### config.mk
export PLATFORM = sky130hd
export DESIGN_NAME = truth_table_sweeper
export DESIGN_NICKNAME = d
export VERILOG_FILES = /design/src/rtl/truth_table_pkg.sv /design/src/rtl/tts_settle_timer.sv /design/src/rtl/truth_table_sweeper.sv
export SDC_FILE = /design/constraint.sdc
export NUM_CORES = 1
export LEC_CHECK = 0
export ABC_AREA = 1
export BUFFER_PORTS_ARGS = -buffer_cell sky130_fd_sc_hd__buf_2
export CORE_ASPECT_RATIO = 2
export CORE_MARGIN = 3
export CORE_UTILIZATION = 55
export DETAILED_ROUTE_END_ITERATION = 12
export GPL_ROUTABILITY_DRIVEN = 0
export GPL_TIMING_DRIVEN = 0
export HOLD_SLACK_MARGIN = 0.05
export PLACE_DENSITY = 0.76
export SYNTH_ARGS = -nofsm -noshare
export SYNTH_HDL_FRONTEND = slang
export SYNTH_SLANG_ARGS = --single-unit
### constraint.sdc
create_clock -name clk -period 1.7 [get_ports clk]
set_input_delay 0.085 -clock clk [delete_from_list [all_inputs] [get_ports clk]]
set_output_delay 0.085 -clock clk [all_outputs]
set_load 0.03 [all_outputs]
### src/rtl/truth_table_pkg.sv
// ============================================================================
// Module  : truth_table_pkg
// Brief   : Shared types and constants for the 3-input truth-table sweeper.
// Revision: 1.0 - initial release
// ============================================================================
`default_nettype none

package truth_table_pkg;

    localparam int TT_INPUTS = 3;
    localparam int TT_ROWS   = 8;
    localparam int TT_WIDTH  = 8;

    typedef enum logic [1:0] {
        IDLE   = 2'd0,
        SETTLE = 2'd1,
        SAMPLE = 2'd2,
        DONE   = 2'd3
    } tts_state_e;

    // Row 0 (vector 000) lands in the MSB so the table reads like a Cello hex ID.
    function automatic logic [TT_INPUTS-1:0] row_bit(input logic [TT_INPUTS-1:0] idx);
        return TT_INPUTS'(TT_ROWS - 1) - idx;
    endfunction

endpackage

`default_nettype wire

### src/rtl/tts_settle_timer.sv
// ============================================================================
// Module  : tts_settle_timer
// Brief   : Loadable down-counter timing how long each input vector settles.
// Revision: 1.0 - initial release
// ============================================================================
`default_nettype none

module tts_settle_timer #(
    parameter int SETTLE_CYCLES = 16
) (
    input  logic clk,
    input  logic rst_n,
    input  logic load_i,
    input  logic en_i,
    output logic zero_o
);

    localparam int CNT_W = $clog2(SETTLE_CYCLES + 1);

    logic [CNT_W-1:0] cnt_q;
    logic [CNT_W-1:0] cnt_d;

    // Loading SETTLE_CYCLES-1 makes the zero flag rise on the last settle cycle.
    always_comb begin
        cnt_d = cnt_q;
        if (load_i) begin
            cnt_d = CNT_W'(SETTLE_CYCLES - 1);
        end else if (en_i && (cnt_q != '0)) begin
            cnt_d = cnt_q - 1'b1;
        end
    end

    always_ff @(posedge clk or negedge rst_n) begin
        if (!rst_n) begin
            cnt_q <= '0;
        end else begin
            cnt_q <= cnt_d;
        end
    end

    assign zero_o = (cnt_q == '0);

endmodule

`default_nettype wire

### src/rtl/truth_table_sweeper.sv
// ============================================================================
// Module  : truth_table_sweeper
// Brief   : Walks a 3-input gate through all 8 vectors, captures its truth
//           table and compares it with an expected ID. Define
//           TTS_MAJORITY_VOTE_EN for a 3-sample majority-voted capture.
// Revision: 1.0 - initial release
// ============================================================================
`default_nettype none

module truth_table_sweeper
    import truth_table_pkg::*;
#(
    parameter int SETTLE_CYCLES = 16
) (
    input  logic                clk,
    input  logic                rst_n,
    input  logic                start,
    input  logic                abort,
    input  logic [TT_WIDTH-1:0] expected,
    output logic                in1,
    output logic                in2,
    output logic                in3,
    input  logic                dut_out,
    output logic                busy,
    output logic                done,
    output logic [TT_WIDTH-1:0] table_out,
    output logic                pass,
    output logic [TT_WIDTH-1:0] mismatch_mask
);

    tts_state_e           state_q, state_d;
    logic [TT_INPUTS-1:0] idx_q, idx_d;
    logic [TT_INPUTS-1:0] vec_q, vec_d;
    logic [TT_WIDTH-1:0]  exp_q, exp_d;
    logic [TT_WIDTH-1:0]  table_q, table_d;
    logic                 pass_q, pass_d;
    logic [TT_WIDTH-1:0]  mask_q, mask_d;

    logic timer_load;
    logic timer_zero;
    logic sample_last;
    logic captured;

    tts_settle_timer #(
        .SETTLE_CYCLES (SETTLE_CYCLES)
    ) u_settle_timer (
        .clk    (clk),
        .rst_n  (rst_n),
        .load_i (timer_load),
        .en_i   (state_q == SETTLE),
        .zero_o (timer_zero)
    );

`ifdef TTS_MAJORITY_VOTE_EN
    logic [1:0] samp_cnt_q;
    logic [1:0] vote_q;

    // Two earlier samples are kept; the third comes straight from dut_out.
    always_ff @(posedge clk or negedge rst_n) begin
        if (!rst_n) begin
            samp_cnt_q <= '0;
            vote_q     <= '0;
        end else if (state_q == SAMPLE) begin
            samp_cnt_q <= samp_cnt_q + 2'd1;
            vote_q     <= {vote_q[0], dut_out};
        end else begin
            samp_cnt_q <= '0;
        end
    end

    assign sample_last = (samp_cnt_q == 2'd2);
    assign captured    = (vote_q[1] & vote_q[0]) | (vote_q[1] & dut_out) | (vote_q[0] & dut_out);
`else
    assign sample_last = 1'b1;
    assign captured    = dut_out;
`endif

    always_comb begin
        state_d    = state_q;
        idx_d      = idx_q;
        vec_d      = vec_q;
        exp_d      = exp_q;
        table_d    = table_q;
        pass_d     = pass_q;
        mask_d     = mask_q;
        timer_load = 1'b0;

        unique case (state_q)
            IDLE: begin
                if (start && !abort) begin
                    exp_d      = expected;
                    idx_d      = '0;
                    vec_d      = '0;
                    table_d    = '0;
                    pass_d     = 1'b0;
                    mask_d     = '0;
                    timer_load = 1'b1;
                    state_d    = SETTLE;
                end
            end
            SETTLE: begin
                if (abort) begin
                    state_d = IDLE;
                    idx_d   = '0;
                    vec_d   = '0;
                    pass_d  = 1'b0;
                    mask_d  = '0;
                end else if (timer_zero) begin
                    state_d = SAMPLE;
                end
            end
            SAMPLE: begin
                if (abort) begin
                    state_d = IDLE;
                    idx_d   = '0;
                    vec_d   = '0;
                    pass_d  = 1'b0;
                    mask_d  = '0;
                end else if (sample_last) begin
                    table_d[row_bit(idx_q)] = captured;
                    if (idx_q == TT_INPUTS'(TT_ROWS - 1)) begin
                        // Verdict is taken from the completed table so it is valid during DONE.
                        pass_d  = (table_d == exp_q);
                        mask_d  = table_d ^ exp_q;
                        vec_d   = '0;
                        idx_d   = '0;
                        state_d = DONE;
                    end else begin
                        idx_d      = idx_q + 1'b1;
                        vec_d      = idx_q + 1'b1;
                        timer_load = 1'b1;
                        state_d    = SETTLE;
                    end
                end
            end
            DONE: begin
                state_d = IDLE;
            end
            default: begin
                state_d = IDLE;
            end
        endcase
    end

    always_ff @(posedge clk or negedge rst_n) begin
        if (!rst_n) begin
            state_q <= IDLE;
            idx_q   <= '0;
            vec_q   <= '0;
            exp_q   <= '0;
            table_q <= '0;
            pass_q  <= 1'b0;
            mask_q  <= '0;
        end else begin
            state_q <= state_d;
            idx_q   <= idx_d;
            vec_q   <= vec_d;
            exp_q   <= exp_d;
            table_q <= table_d;
            pass_q  <= pass_d;
            mask_q  <= mask_d;
        end
    end

    assign {in1, in2, in3} = vec_q;
    assign busy            = (state_q == SETTLE) || (state_q == SAMPLE);
    assign done            = (state_q == DONE);
    assign table_out       = table_q;
    assign pass            = pass_q;
    assign mismatch_mask   = mask_q;

endmodule

`default_nettype wire

### Yosys cells after proc, flatten, opt, wreduce, memory -nomap -nowiden

Index checks and enable logic that the tools add are counted.

* flip-flop bits (word level): 35
* logic and storage cells: 71
* output and inout bits: 22

* add/sub/neg operators: 3
* bitwise operators: 1
* magnitude comparators: 2
* muxes and demuxes: 32
* equal/unequal tests: 10
* reductions and logical operators: 16

Operators by type and width (number)
* 8-bit 2-to-1 mux: 5
* 8-bit one-hot mux with 3 select lines: 1
* 8-bit one-hot mux with 2 select lines: 1
* 3-bit 2-to-1 mux: 4
* 2-bit 2-to-1 mux: 5
* 5-bit 2-to-1 mux: 2
* 3-bit one-hot mux with 3 select lines: 1
* 8-bit bitwise mux: 1
* 8-bit equality test: 1
* 1-bit 2-to-1 mux: 8
* 2-bit one-hot mux with 4 select lines: 1
* 8-bit bitwise XOR: 1
* 2-bit inequality test, second input constant: 3
* 3-bit inequality test, second input constant: 2
* 3-bit AND reduction: 2
* 5-bit logical NOT: 1
* 5-bit nonzero test: 1
* 5-bit by 1-bit subtractor with 5-bit output, second input constant: 1
* 2-bit equality test, second input constant: 2
* 3-bit by 4-bit less-than comparator with 1-bit output, second input constant: 1
* 2-bit AND reduction: 2
* 4-bit AND reduction: 1
* 2-bit nonzero test: 2
* 3-bit by 1-bit adder with 3-bit output, second input constant: 1
* other kinds (12): 14

### Longest topological paths before layout

Gate-level depths: netlist (run 1).

* word-level depth: 10
* mapped depth: 11

### By module

A second synthesis (run 1) with hierarchy kept.

* cell total of the unflattened synthesis: 253
* area total of the unflattened synthesis: 2006.9 µm²

By module, submodules not included
* truth_table_sweeper: area an instance 1691.6 µm², seq. area each 750.7 µm², cells an instance 212, times used 1
* tts_settle_timer: area an instance 315.3 µm², seq. area each 125.1 µm², cells an instance 41, times used 1

### Worst setup path before layout (run 1)

No wires, ideal clock.

* kind: register to register
* from: register vec_q[1] (netlist name)
* to: register u_settle_timer.cnt_q[3]
* cell stages (with the launch flop): 11
* required time: 1576 ps
* clock period less this slack: 1637 ps
* setup slack: 63 ps
* setup time: 124 ps
* arrival: 1514 ps
* path buffers: 0
* cell sequence: dfrtp_1 -> ha_1 -> ha_1 -> inv_1 -> nand2_1 -> nand2_2 -> inv_2 -> nand2_1 -> nand2_1 -> a21oi_1 -> o21ai_1

RTL lines
* end signal: assignment: RTL line tts_settle_timer.sv:37 `cnt_q <= cnt_d;`
* end: declaration: RTL line tts_settle_timer.sv:20 `logic [CNT_W-1:0] cnt_q;`

==> results of run 1 <==
-- sequential cells by signal, summed over array words and instances (netlist names) --
register and flops:
u_settle_timer.cnt_q 5, mismatch_mask 8, state_q 2, vec_q 3, pass 1, table_out 8, exp_q 8
-- area by class of cell --
class                   instances  area [sq um]
repair buffers                 42           243
inverters                      32           120
multi-input cells             161           960
clock inverters                 1          5.00
flip-flops and latches         35           877
fillers                       294          1010
well taps                      32          40.0
plain buffers                   7          50.0
clock buffers                   7          76.3
-- path summary, 6_finish.rpt --
path                       cells after the start                 endpoint  slack (ps)
hold / removal                                 3                 exp_q[3]          60
setup reg to reg                              10  u_settle_timer.cnt_q[3]          80
setup / recovery                              10  u_settle_timer.cnt_q[3]          80
min in group asynchronous                      2               state_q[0]         420
hold reg to reg                                1         mismatch_mask[6]         470
max in group asynchronous                      2                 vec_q[1]         750
-- timing repair --
| item | in CTS | in global routing |
|---|---|---|
| pin swaps | 1 | 3 |
| setup endpoints to repair | 13 | 21 |
| gates resized for setup | 5 | 10 |
| hold buffers | 4 | 0 |
| setup buffers | 1 | 4 |
| endpoints found under the hold margin | 38 | 0 |
-- Yosys cell counts --
master,number
dfrtp_1,35
a211oi_1,1
o21ai_0,20
nand3_2,2
a21oi_1,9
mux2_2,2
nor3_1,3
nor2_1,9
buf_6,1
nand2_4,2
o21ai_2,1
o21ai_1,3
nand3b_1,4
nand2_2,3
o22ai_1,1
ha_1,8
a21o_1,1
nor2_4,2
nor2_2,3
nand4_1,11
a21oi_2,1
buf_4,1
nand3_1,23
nor3_2,1
inv_1,26
a22o_1,3
a21boi_1,1
inv_2,6
buf_2,5
nand2_1,47
-- layer usage --
metal	global-route usage (%)	vias to the layer above	part of all wire, %
li1	-	878	-
met1	26.1	821	37
met2	38.4	40	56
met3	4.01	13	3.2
met4	11.2	0	3.2
met5	0	-	0
-- worst max-delay path, stage by stage (launching register included) --
cell and delay, ps:
dfrtp_1 420, ha_1 200, ha_1 190, inv_1 90, nand2_1 90, nand2_2 120, inv_2 40, nand2_1 80
nand2_1 70, a21oi_1 110, o21ai_1 80
-- logic make-up after synthesis --
family                   after synthesis
multiplexers                           2
AND/OR/NAND/NOR                      110
buffers and inverters                 39
AO/OA/AOI/OAI                         41
flip-flops                            35
adder cells (fa/ha/maj)                8
-- through the flow --
step | util (%) | total power [uW] | cell area, sq um | setup slack (ps)
CTS | 68.2 | 3080 | 2300 | 19.0
finish | 70.2 | 3170 | 2370 | 81.9
global route | 70.2 | 3430 | 2370 | -39.6
global placement | 63.7 | 2440 | 2150 | -11.9
detailed placement | 63.7 | 2470 | 2150 | -102
floorplan | - | 2150 | 1950 | 62.6
-- power breakdown --
| group | total [uW] | internal [uW] | switching (uW) |
|---|---|---|---|
| clock network | 575 | 287 | 287 |
| logic | 1440 | 497 | 943 |
| registers | 1160 | 1020 | 135 |
==> impl_metrics.json, run 1 <==
{
  "status": "completed",
  "final_cell_mix": "nand2_1, buf_2, dfrtp_1, inv_1, nand3_1",
  "synth-seq-cells": 35,
  "seq_area_frac_synth_pct": 45.0,
  "hold_ws_ps": 56.1,
  "max_freq_mhz": 618,
  "worstMarginPinSlew_ps": 781,
  "maxSlewHeadroom_pct": 48.0,
  "cp.arrival_ps": 1780,
  "ys_warn_count": 0,
  "clockBufferDepth": 2,
  "clock_sinks": 35,
  "io_buffers": 33,
  "ctsRootBufferMaster": "clkbuf_8",
  "die_y_um": 90.1,
  "fp-row-count": 30,
  "cap_violations": 0,
  "synth_area_leader_cell": "dfrtp_1",
  "fin_crit_sh_pct": 95.2,
  "grt_pass1_vias": 1651,
  "final-hold-violation-count": 0,
  "dr_total_vias": 1752,
  "startpoint": "vec_q[0]",
  "drv_slew": 0,
  "layout.nets": 305,
  "cts_tree": "yes",
  "overflow": 0,
  "synthToLayoutAreaGrowth_pct": 21.8,
  "drive_gt1_share_pct": 28.8,
  "p_per_area_mw_per_mm2": 1340,
  "synth_top_area_share_pct": 45.0,
  "fin_worst_skew_ps": 6.32,
  "synthAdderAreaFrac_pct": 5.14,
  "synthDistinctLibCells": 30,
  "leakage_uw": 0.00121,
  "dieWidth_um": 48.1,
  "routed_via_density": 5.53,
  "htreeDepth": 2,
  "crit_fanout": 4,
  "syn_area_per_cell_sq_um": 8.28,
  "yosys.area_share.simple_pct": 28.3,
  "crit_path_end_kind": "flop",
  "reg2reg_from": "vec_q[0]",
  "cp-start-kind": "flop",
  "hold_class": "in -> reg",
  "cts_buffers": 5,
  "grt_start_max_net_pins": 36,
  "first_pass_iters": 4,
  "synth_area_leaders": "dfrtp_1, nand2_1, nand3_1",
  "placedCellCount": 300,
  "clkLatencyLatePin_ps": 280,
  "critical_path_class": "reg -> reg",
  "fin_cells": 317,
  "synth_nets": 256,
  "dp_hpwl_um": 3390,
  "finalSetupTns_ps": 0,
  "io_pins": 35,
  "n_antenna_cell": 0,
  "antenna_found_initial": 0,
  "synth_cells": 235,
  "synthMuxAreaShare_pct": 1.16,
  "yosys.area_share.xor_xnor_pct": 0,
  "drc": 0,
  "design.core.area_sq_mm": 0.00338,
  "drt-initial-drc-count": 33,
  "min_from": "expected[3]",
  "initial_core_util_pct": 57.6,
  "grt.total_usage_pct": 23.0,
  "postRouteAntennaNets": 0,
  "path_clk_slew_ps": 70,
  "vdd_drop_max_uv": 1090,
  "cp_data_required_time_ps": 1870,
  "synth_compound_area_share_pct": 12.0,
  "mappedNetlistArea_sq_mm": 0.00195,
  "die-area_sq_mm": 0.00433,
  "synth_top_family_by_area": "simple AND/OR/NAND/NOR gates",
  "wire_per_inst_um": 14.3,
  "finalSetupViolCount": 0,
  "wl_um": 4530,
  "layout_commonest_cell": "nand2_1",
  "grt_pass1_wl_um": 7340,
  "period_minus_slack_ps": 1620,
  "rsz0062_at_grt": "true"
}
Power figures use the tool's default switching activity.
==> inputs of run 2 (changes only) <==
--- a/config.mk
+++ b/config.mk
@@ -7,9 +7,11 @@
 export LEC_CHECK = 0
 export ABC_AREA = 1
 export BUFFER_PORTS_ARGS = -buffer_cell sky130_fd_sc_hd__buf_2
+export CELL_PAD_IN_SITES_DETAIL_PLACEMENT = 0
+export CELL_PAD_IN_SITES_GLOBAL_PLACEMENT = 1
 export CORE_ASPECT_RATIO = 2
 export CORE_MARGIN = 3
-export CORE_UTILIZATION = 55
+export CORE_UTILIZATION = 41
 export DETAILED_ROUTE_END_ITERATION = 12
 export GPL_ROUTABILITY_DRIVEN = 0
 export GPL_TIMING_DRIVEN = 0
==> run 2 against run 1 <==
Against the previous run:
- routed wire length up 5.9%
- die area increased by 31%
- clock-buffer cell count is 1 lower
- sequential power is essentially flat
- largest power group unchanged
- critical path type unchanged
- cell area up 3.6%
- clock power increased by 8.0%
==> impl_metrics.json, run 2 (synthesis gave the netlist of run 1 again) <==
{
  "status": "completed",
  "cp-start-kind": "flop",
  "maxUsedRoutingLayer": "met4",
  "fin_worst_skew_ps": 8.35,
  "crit_fanout": 4,
  "io_buffers": 33,
  "htreeDepth": 2,
  "drt-initial-drc-count": 16,
  "crit_chain": "inv_2 > ha_2 > inv_2 > nor2_4 > nor2_4 > nand2_4 > nor2_4 > buf_4 > a22o_1",
  "final-hold-violation-count": 0,
  "postLayoutCoreUtil_pct": 55.0,
  "cp.arrival_ps": 1760,
  "grt_pass1_wl_um": 7890,
  "dp_hpwl_um": 3640,
  "rsz0062_at_grt": "true",
  "first_pass_iters": 4,
  "routed_via_density": 5.03,
  "dieWidth_um": 54.7,
  "fin_crit_sh_pct": 93.8,
  "drc": 0,
  "slowest_delay_ps": 430,
  "hold_ws_ps": 45.9,
  "reg2reg_from": "state_q[1]",
  "clkLatencyLatePin_ps": 280,
  "cap_violations": 0,
  "wl_met2_um": 2710,
  "wl_um": 4790,
  "crit_path_end_kind": "flop",
  "maxSlewHeadroom_pct": 45.7,
  "ctsRootBufferMaster": "clkbuf_8",
  "grt.total_usage_pct": 19.3,
  "vdd_drop_max_uv": 1200,
  "cts_buffers": 5,
  "clockBufferDepth": 2,
  "drv_slew": 0,
  "period_minus_slack_ps": 1590,
  "fp-row-count": 34,
  "wl_met1_um": 1840,
  "antenna_found_initial": 0,
  "die_y_um": 103,
  "crit_top_cell": "nor2_4",
  "leakage_uw": 0.00122,
  "die-area_sq_mm": 0.00566,
  "postRouteAntennaNets": 0,
  "power_uw": 3240,
  "holdPathStages": 3,
  "fill_cells": 477,
  "critical_path_class": "reg -> reg",
  "whs_endpoint": "exp_q[5]",
  "wl_met3_um": 135,
  "reg2reg_to": "mismatch_mask[4]",
  "cp_slowest_cell": "dfrtp_1",
  "io_pins": 35,
  "path_clk_slew_ps": 80,
  "p_per_area_mw_per_mm2": 1320,
  "cp_data_required_time_ps": 1870,
  "dr_total_vias": 1716,
  "placedCellCount": 322,
  "final_cell_mix": "nand2_1, buf_2, dfrtp_1, inv_1, nand3_1",
  "clock_sinks": 35,
  "cts_tree": "yes",
  "n_antenna_cell": 0,
  "drive_gt1_share_pct": 31.0,
  "worstMarginPinSlew_ps": 814,
  "design.core.area_sq_mm": 0.00447,
  "finalSetupViolCount": 0,
  "r2r_cells": 9,
  "fin_cells": 341,
  "grt_start_max_net_pins": 36,
  "synthToLayoutAreaGrowth_pct": 26.2,
  "layout_commonest_cell": "nand2_1",
  "initial_core_util_pct": 43.6,
  "layout.nets": 308,
  "ff2ff_setup_slack_ps": 110,
  "grt_pass1_vias": 1684,
  "max_freq_mhz": 627,
  "wire_per_inst_um": 14.1,
  "hold_class": "in -> reg",
  "overflow": 0,
  "min_from": "expected[5]"
}
==> run 2: per-stage QoR <==
| stage | worst slack (ps) | instance area [sq um] | TNS (ps) |
|---|---|---|---|
| global route | -23.4 | 2460 | -94.5 |
| finish | 105 | 2460 | 0 |
| floorplan | 62.6 | 1950 | 0 |
| CTS | 21.3 | 2370 | 0 |
| global placement | -120 | 2180 | -972 |
| detailed placement | -136 | 2180 | -1140 |
==> run 2: where the power goes <==
| group | switching (uW) | leakage [uW] | internal [uW] |
|---|---|---|---|
| Combinational | 965 | 0.000725 | 504 |
| Sequential | 131 | 0.000449 | 1020 |
| Clock | 303 | 0.0000470 | 318 |
==> run 2: worst max path at each step <==
stage / start / to / cells after the start / slack, ps
6_report: state_q[1] / mismatch_mask[4] / 9 / 110
3_3_place_gp: state_q[0] / table_out[0] / 8 / -120
2_1_floorplan: vec_q[1] / u_settle_timer.cnt_q[3] / 10 / 60
3_5_place_dp: state_q[0] / table_out[2] / 8 / -140
4_1_cts: state_q[1] / u_settle_timer.cnt_q[3] / 9 / 20
5_1_grt: state_q[0] / vec_q[2] / 9 / -20
==> run 2: per-layer routing <==
layer  track usage [%]  vias to the layer above
li1                  -                      886
met1              21.4                      791
met2              34.9                       30
met3              2.15                        9
met4              8.45                        0
met5                 0                        -
==> run 2: layout make-up <==
class / instances / area, sq um / area share (%)
repair buffers: 45 / 270 / 11.0
flip-flops and latches: 35 / 877 / 35.7
clock inverters: 1 / 5.00 / 0.204
well taps: 54 / 67.6 / 2.75
plain buffers: 7 / 53.8 / 2.19
clock buffers: 6 / 82.6 / 3.36
inverters: 32 / 120 / 4.89
multi-input cells: 161 / 981 / 39.9
==> run 2: worst max-delay path: cells and delay by family, from the launching register on <==
family / cells / cell delay, ps
buf+inv: 3 / 290
flops: 1 / 430
fa+ha+maj: 1 / 200
simple gates: 4 / 330
compound gates: 1 / 230
==> run 2: timing repair <==
action	4_1_cts	5_1_grt
endpoints found under the hold margin	40	0
setup endpoints to repair	13	19
pin swaps	1	3
hold buffers	6	0
cloned	0	0
setup buffers	1	5
gates resized for setup	8	15
